[config.mk]
export PLATFORM = sky130hd
export DESIGN_NAME = pc_fetch
export DESIGN_NICKNAME = d
export VERILOG_FILES = /design/src/rtl/pc_fetch.sv
export SDC_FILE = /design/constraint.sdc
export NUM_CORES = 1
export LEC_CHECK = 0
export ABC_AREA = 1
export BUFFER_PORTS_ARGS = -buffer_cell sky130_fd_sc_hd__buf_4
export CAP_MARGIN = 20
export CORE_MARGIN = 4
export CORE_UTILIZATION = 40
export CTS_BUF_LIST = sky130_fd_sc_hd__clkbuf_16
export CTS_CLUSTER_SIZE = 25
export DETAILED_ROUTE_END_ITERATION = 6
export SLEW_MARGIN = 5
export SYNTH_ARGS = -nofsm -noshare
export SYNTH_HDL_FRONTEND = slang
export SYNTH_SLANG_ARGS = --single-unit
[constraint.sdc]
create_clock -name clk -period 6.8 [get_ports clk]
set_input_delay 1.36 -clock clk [delete_from_list [all_inputs] [get_ports clk]]
set_output_delay 1.36 -clock clk [all_outputs]
set_load 0.05 [all_outputs]
[src/rtl/pc_fetch.sv]
// Program counter and fetch request generator.
// Handles stall, wait states, and branch/exception redirects.
module pc_fetch #(
    parameter int                ADDR_W    = 32,
    parameter logic [ADDR_W-1:0] RESET_VEC = '0,
    parameter int                STEP      = 4
) (
    input  logic              clk,
    input  logic              rst,
    input  logic              stall,
    input  logic              br_taken,
    input  logic [ADDR_W-1:0] br_target,
    input  logic              exc_req,
    input  logic [ADDR_W-1:0] exc_vec,
    input  logic              gnt,
    output logic [ADDR_W-1:0] pc,
    output logic              ce,
    output logic              req,
    output logic              align_err
);

    localparam logic [1:0] S_BOOT = 2'd0;
    localparam logic [1:0] S_RUN  = 2'd1;
    localparam logic [1:0] S_WAIT = 2'd2;

    localparam logic [ADDR_W-1:0] LOW_MASK = ADDR_W'(STEP - 1);
    localparam logic [ADDR_W-1:0] STEP_V   = ADDR_W'(STEP);

    logic [1:0]        state_q, state_d;
    logic [ADDR_W-1:0] pc_q, pc_d;
    logic              ce_q, ce_d;
    logic              aerr_q, aerr_d;
    logic              pend_v_q, pend_v_d;
    logic              pend_exc_q, pend_exc_d;
    logic [ADDR_W-1:0] pend_tgt_q, pend_tgt_d;

    logic              adv;
    logic              redir;
    logic [ADDR_W-1:0] raw_tgt;
    logic [ADDR_W-1:0] next_pc;
    logic              misal;

    assign pc        = pc_q;
    assign ce        = ce_q;
    assign align_err = aerr_q;

    // Request: WAIT keeps the outstanding request alive through stall.
    always_comb begin
        req = ce_q & (~stall | (state_q == S_WAIT));
        adv = req & gnt;
    end

    // Next-PC selection: exception, branch, pending, then sequential.
    always_comb begin
        redir   = 1'b1;
        raw_tgt = '0;
        if (exc_req) begin
            raw_tgt = exc_vec;
        end else if (br_taken) begin
            raw_tgt = br_target;
        end else if (pend_v_q) begin
            raw_tgt = pend_tgt_q;
        end else begin
            redir = 1'b0;
        end
        next_pc = redir ? (raw_tgt & ~LOW_MASK) : (pc_q + STEP_V);
        misal   = redir & (|(raw_tgt & LOW_MASK));
    end

    // State, pc and pending-redirect next-state logic.
    always_comb begin
        state_d    = state_q;
        pc_d       = adv ? next_pc : pc_q;
        pend_v_d   = pend_v_q;
        pend_exc_d = pend_exc_q;
        pend_tgt_d = pend_tgt_q;
        unique case (state_q)
            S_BOOT:  state_d = S_RUN;
            S_RUN:   if (req && !gnt) state_d = S_WAIT;
            S_WAIT:  if (gnt) state_d = S_RUN;
            default: state_d = S_BOOT;
        endcase
        if (adv) begin
            pend_v_d   = 1'b0;
            pend_exc_d = 1'b0;
        end else if (exc_req) begin
            pend_v_d   = 1'b1;
            pend_exc_d = 1'b1;
            pend_tgt_d = exc_vec;
        end else if (br_taken && !(pend_v_q && pend_exc_q)) begin
            pend_v_d   = 1'b1;
            pend_exc_d = 1'b0;
            pend_tgt_d = br_target;
        end
        ce_d   = (state_d != S_BOOT);
        aerr_d = adv & misal;
    end

    // Register update with asynchronous reset.
    always_ff @(posedge clk or posedge rst) begin
        if (rst) begin
            state_q    <= S_BOOT;
            pc_q       <= RESET_VEC;
            ce_q       <= 1'b0;
            aerr_q     <= 1'b0;
            pend_v_q   <= 1'b0;
            pend_exc_q <= 1'b0;
            pend_tgt_q <= '0;
        end else begin
            state_q    <= state_d;
            pc_q       <= pc_d;
            ce_q       <= ce_d;
            aerr_q     <= aerr_d;
            pend_v_q   <= pend_v_d;
            pend_exc_q <= pend_exc_d;
            pend_tgt_q <= pend_tgt_d;
        end
    end

endmodule

# Word-level counts from Yosys, hierarchy flattened
# Cells that the tools add are included.
# Widths: inputs -> output; s select.
# totals
word_cells	46
output_inout_bits	35
register_bits	70
# classes
n_reduce_logical	11
n_addsub	1
n_eq_ne	2
bitwise_logic	7
mux	18
# op_table
op	n
$mux 32	6
$add 32x3->32 const B	1
$mux 1	9
$pmux 2 s3	1
$and 1x1->1	4
$mux 2	2
$reduce_bool 2->1	2
$logic_and 1x1->1	3
$reduce_bool 3->1	1
$eq 2x1->1 const B	1
$eq 2x2->1 const B	1
$logic_not 1->1	2
$logic_not 2->1	1
$not 1->1	2
$reduce_and 2->1	1
$reduce_or 2->1	1
$or 1x1->1	1

# Longest topological paths before layout
# logic_depth
ltp_word	7
depth_mapped	11
mapped_depth_nobuf	10

# Least setup slack after synthesis
# No wires, ideal clock.
# synth_path
path_kind	input to output
startpoint	in stall
endpoint	out req
required_ns	5.440
slack_ns	3.730
path_stages	3
t_arrival_ns	1.710
n_path_buf	0
path_cell_list	nand2_1 nand2_1 inv_2
# synth_via
elab_chain_cells	3
# synth_rtl
element	line_no	rtl
from (decl)	10	input logic stall,
$not 1->1	49	req = ce_q & (~stall | (state_q == S_WAIT));
$or 1x1->1	49	
$and 1x1->1	49	
to (decl)	18	output logic req,
# Every way passes these cells.

# Worst setup path in the final report
# layout_path
startpoint	in stall
endpoint	reg pend_tgt_q[18]
# layout_via
elab_chain_cells	6
# layout_rtl
element	line_no	rtl
$not 1->1	49	
$or 1x1->1	49	
$and 1x1->1	49	
$and 1x1->1	50	adv = req & gnt;
$not 1->1 (no source line)	n/a	
$reduce_and 2->1 (no source line)	n/a	
to (signal assigned)	116	pend_tgt_q <= pend_tgt_d;
to (decl)	35	logic [ADDR_W-1:0] pend_tgt_q, pend_tgt_d;
# Every way passes these cells.
# A chain may end at the register's enable or synchronous reset.

==> metrics.md <==
| Metric | Value |
|---|---|
| Hold Vio Cnt, Final | `0` |
| First-pass GRT wire length | `21,800 um` |
| Async S/R FF share, synth | `100.0%` |
| Final GP Congestion | `0.9082` |
| DRT Pass-1 Iters | `5` |
| TritonCTS Sinks | `68` |
| Num rows | `38` |
| Setup TNS | `0 ns` |
| Gr ovfl total | `0` |
| Avg WL per Cell | `15.55 um` |
| Die extent in x | `113.4 um` |
| Pwr Total | `2.079 mW` |
| # DRC | `0` |
| Synth-to-layout area growth | `23.86%` |
| Gates resized, CTS repair | `0` |
| CP delay by family, top | `simple AND/OR/NAND/NOR gates` |
| CTS Hold Buffers Added | `0` |
| Reg-to-Reg Start | `state_q[1]` |
| Layout cells sized above 1 | `19.75%` |
| Yosys warns | `0` |
| Area of the core | `10,840 sq um` |
| Final setup viols | `0` |
| Hold WC Path Type | `flip-flop to flip-flop` |
| Period utilisation layout | `51.08%` |
| Post-synthesis mux area share | `0.2254%` |
| Vias per cell | `5.305` |
| Num ports | `105` |
| Reg2Reg Setup Slack | `3.95 ns` |
| Final Slew Violations | `0` |
| DRT iter0 DRCs | `443` |
| Met2 WL | `6219 um` |
| TritonCTS Buffers | `9` |
| Root Driver | `clkbuf_16` |
| CP max stage delay | `0.65 ns` |
| Fin util | `50.75%` |
| CTS tree | `yes` |
| Final WL | `13,510 um` |
| Commonest non-fill, non-tap cell in the layout | `nand2_1` |
| CP bufs+invs | `3` |
| Reg2reg end | `pend_tgt_q[18]` |
| Slew of the pin with the lowest slew margin | `0.9219 ns` |
| Leakage | `2.632 nW` |
| Port-buffer cells | `102` |
| Critical Path Source Type | `input pin` |
| Largest net degree at the start of global routing | `69` |
| Post-Synth XOR/XNOR Area | `0.5915%` |
| Finished Cell Area | `5502 sq um` |
| Detail Route Antenna Nets | `0` |
| Setup bufs post-CTS | `0` |
| Met1 wire length | `6410 um` |
| Hold Path Stages | `1` |
| Vias | `4,610` |
| Synth Register Bits | `68` |
| Die H | `113.4 um` |
| Final min period | `3.474 ns` |
| MaxCap Viol Count | `0` |
| Antenna violations before repair | `0` |
| Post-synth top flop | `dfrtp_1` |
| Routed met3 length | `756 um` |
| Max clock buf depth | `2` |
| Number of enable flip-flop cells after synthesis | `0` |
| Critical path arrival | `3.68 ns` |
| Post-Synth Simple-Gate Area | `31.86%` |
| Rel. slew slack | `38.53%` |
| Peak VDD IR | `270.0 uV` |
| Cell Area, Placed | `5219 sq um` |
| Post-synthesis cell area | `4442 sq um` |
| Worst Setup Path Type | `input pin to flip-flop` |
| Max FO, Critical Path | `42` |
| Clock transition at path regs | `0.05 ns` |
| Outcome | `finished, final reports clean` |
| Slowest cell on the critical path | `inv_2` |
| Mapped Cells | `642` |
| Worst-path cell chain | `buf_4 -> nand2_1 -> nand2_1 -> inv_2 -> nand2_2 -> o21ai_2 -> inv_2 -> nand3_1 -> o21a_1` |
| CTS H-Tree Depth | `3` |
| Vias in the first global route | `4,362` |
| Seq/Total Area, Yosys | `38.31%` |
| Antenna cell count | `0` |
| Critical Path RT | `7.01 ns` |
| Hold path endpoint | `state_q[1]` |
| Die Area | `12,850 sq um` |
| Post-Syn Area per Cell | `6.919 sq um` |
| GRT Overall Usage | `21.09%` |
| Hpwl dp | `9613 um` |
| Distinct cells, synth | `40` |
| Final WS setup | `3.326 ns` |
| Achievable clock frequency | `287.9 MHz` |
| Nets | `796` |
| Clk_lat worst skew | `0.33 ns` |
| Setup WS pre-CTS | `2.986 ns` |
| CP endpoint kind | `flip-flop` |
| PwrDens | `377.9 nW/um^2` |
| Synth Area in Compound Gates | `19.72%` |
| Largest family of logic cells by synthesized area | `simple AND/OR/NAND/NOR gates` |
| Initial Utilization | `40.97%` |
| Clock Skews | `0.009305 ns` |
| Hold path start | `state_q[0]` |
| Commonest non-fill, non-tap cells in the layout | `211 x nand2_1, 104 x buf_4, 68 x dfrtp_1, 53 x nand3_1, 51 x nor2_1` |
| Post-Synth Adder-Cell Area | `0.2817%` |
| R2R depth | `9` |
| RSZ-0062 raised after global routing | `false` |
| Top Metal Used | `met4` |
[cells in the mapped netlist (10+ instances only)]
cell type    n  area, sq um
o21ai_0     32        160.2
a21oi_1     15        75.07
inv_1       49        183.9
o21ai_1     25        125.1
nand2_1    211        792.0
o21a_1      14        105.1
dfrtp_1     68         1702
o211ai_1    10        75.07
nand3_1     53        265.3
a21boi_1    11        82.58
nor2_1      51        191.4
buf_2       17        85.08
[routing by layer]
metal  vias to the layer above  global-route usage (%)
met3                        11                   3.448
met4                         0                   4.647
met1                      2159                   30.66
met5                         -                       0
li1                       2274                       -
met2                       166                   33.18
[worst max-delay path by stage]
stage           from        endpoint  slack, ns  cells past startpoint
3_5_place_dp   stall  pend_tgt_q[18]       2.99                      9
3_3_place_gp   stall  pend_tgt_q[10]       3.08                      9
6_report       stall  pend_tgt_q[18]       3.33                      9
4_1_cts        stall  pend_tgt_q[18]       3.32                      9
2_1_floorplan    rst       align_err       3.73                      1
5_1_grt        stall  pend_tgt_q[15]       3.08                      9
[area by class of cell]
| cell class | instances | area [sq um] |
|---|---|---|
| fillers | 1107 | 5339 |
| flip-flops and latches | 68 | 1702 |
| repair buffers | 104 | 780.7 |
| clock buffers | 9 | 225.2 |
| inverters | 57 | 214.0 |
| clock inverters | 6 | 57.56 |
| well taps | 140 | 175.2 |
| multi-input cells | 485 | 2347 |
[through the flow]
| step | hold WS (ns) | instances |
|---|---|---|
| 2_1_floorplan | 0.4398 | 643 |
| 3_3_place_gp | 0.4557 | 854 |
| 3_5_place_dp | 0.4632 | 854 |
| 4_1_cts | 0.4705 | 869 |
| 5_1_grt | 0.4830 | 869 |
| 6_report | 0.4673 | 869 |
[cell families after synthesis]
family,after synthesis
adder cells (fa/ha/maj),1
flip-flops,68
other,1
buffers and inverters,90
AO/OA/AOI/OAI,140
multiplexers,1
XOR/XNOR,3
AND/OR/NAND/NOR,338
[registers in the layout (all words and copies together), names as in the netlist]
register / flops
state_q: 2
pend_tgt_q: 32
pend_v_q: 1
pc: 30
align_err: 1
ce: 1
pend_exc_q: 1
[where the power goes]
group	total [mW]	internal [mW]	switching, mW
sequential	0.702	0.544	0.157
combinational	0.921	0.297	0.624
clock	0.456	0.279	0.177
total	2.08	1.12	0.959
[worst register-to-register path, delay by kind of cell (launching register included)]
family	cells	cell delay (ns)
AND/OR/NAND/NOR	5	0.98
buffers and inverters	2	0.70
AO/OA/AOI/OAI	2	0.65
flip-flops	1	0.40
Power figures use the tool's default switching activity.
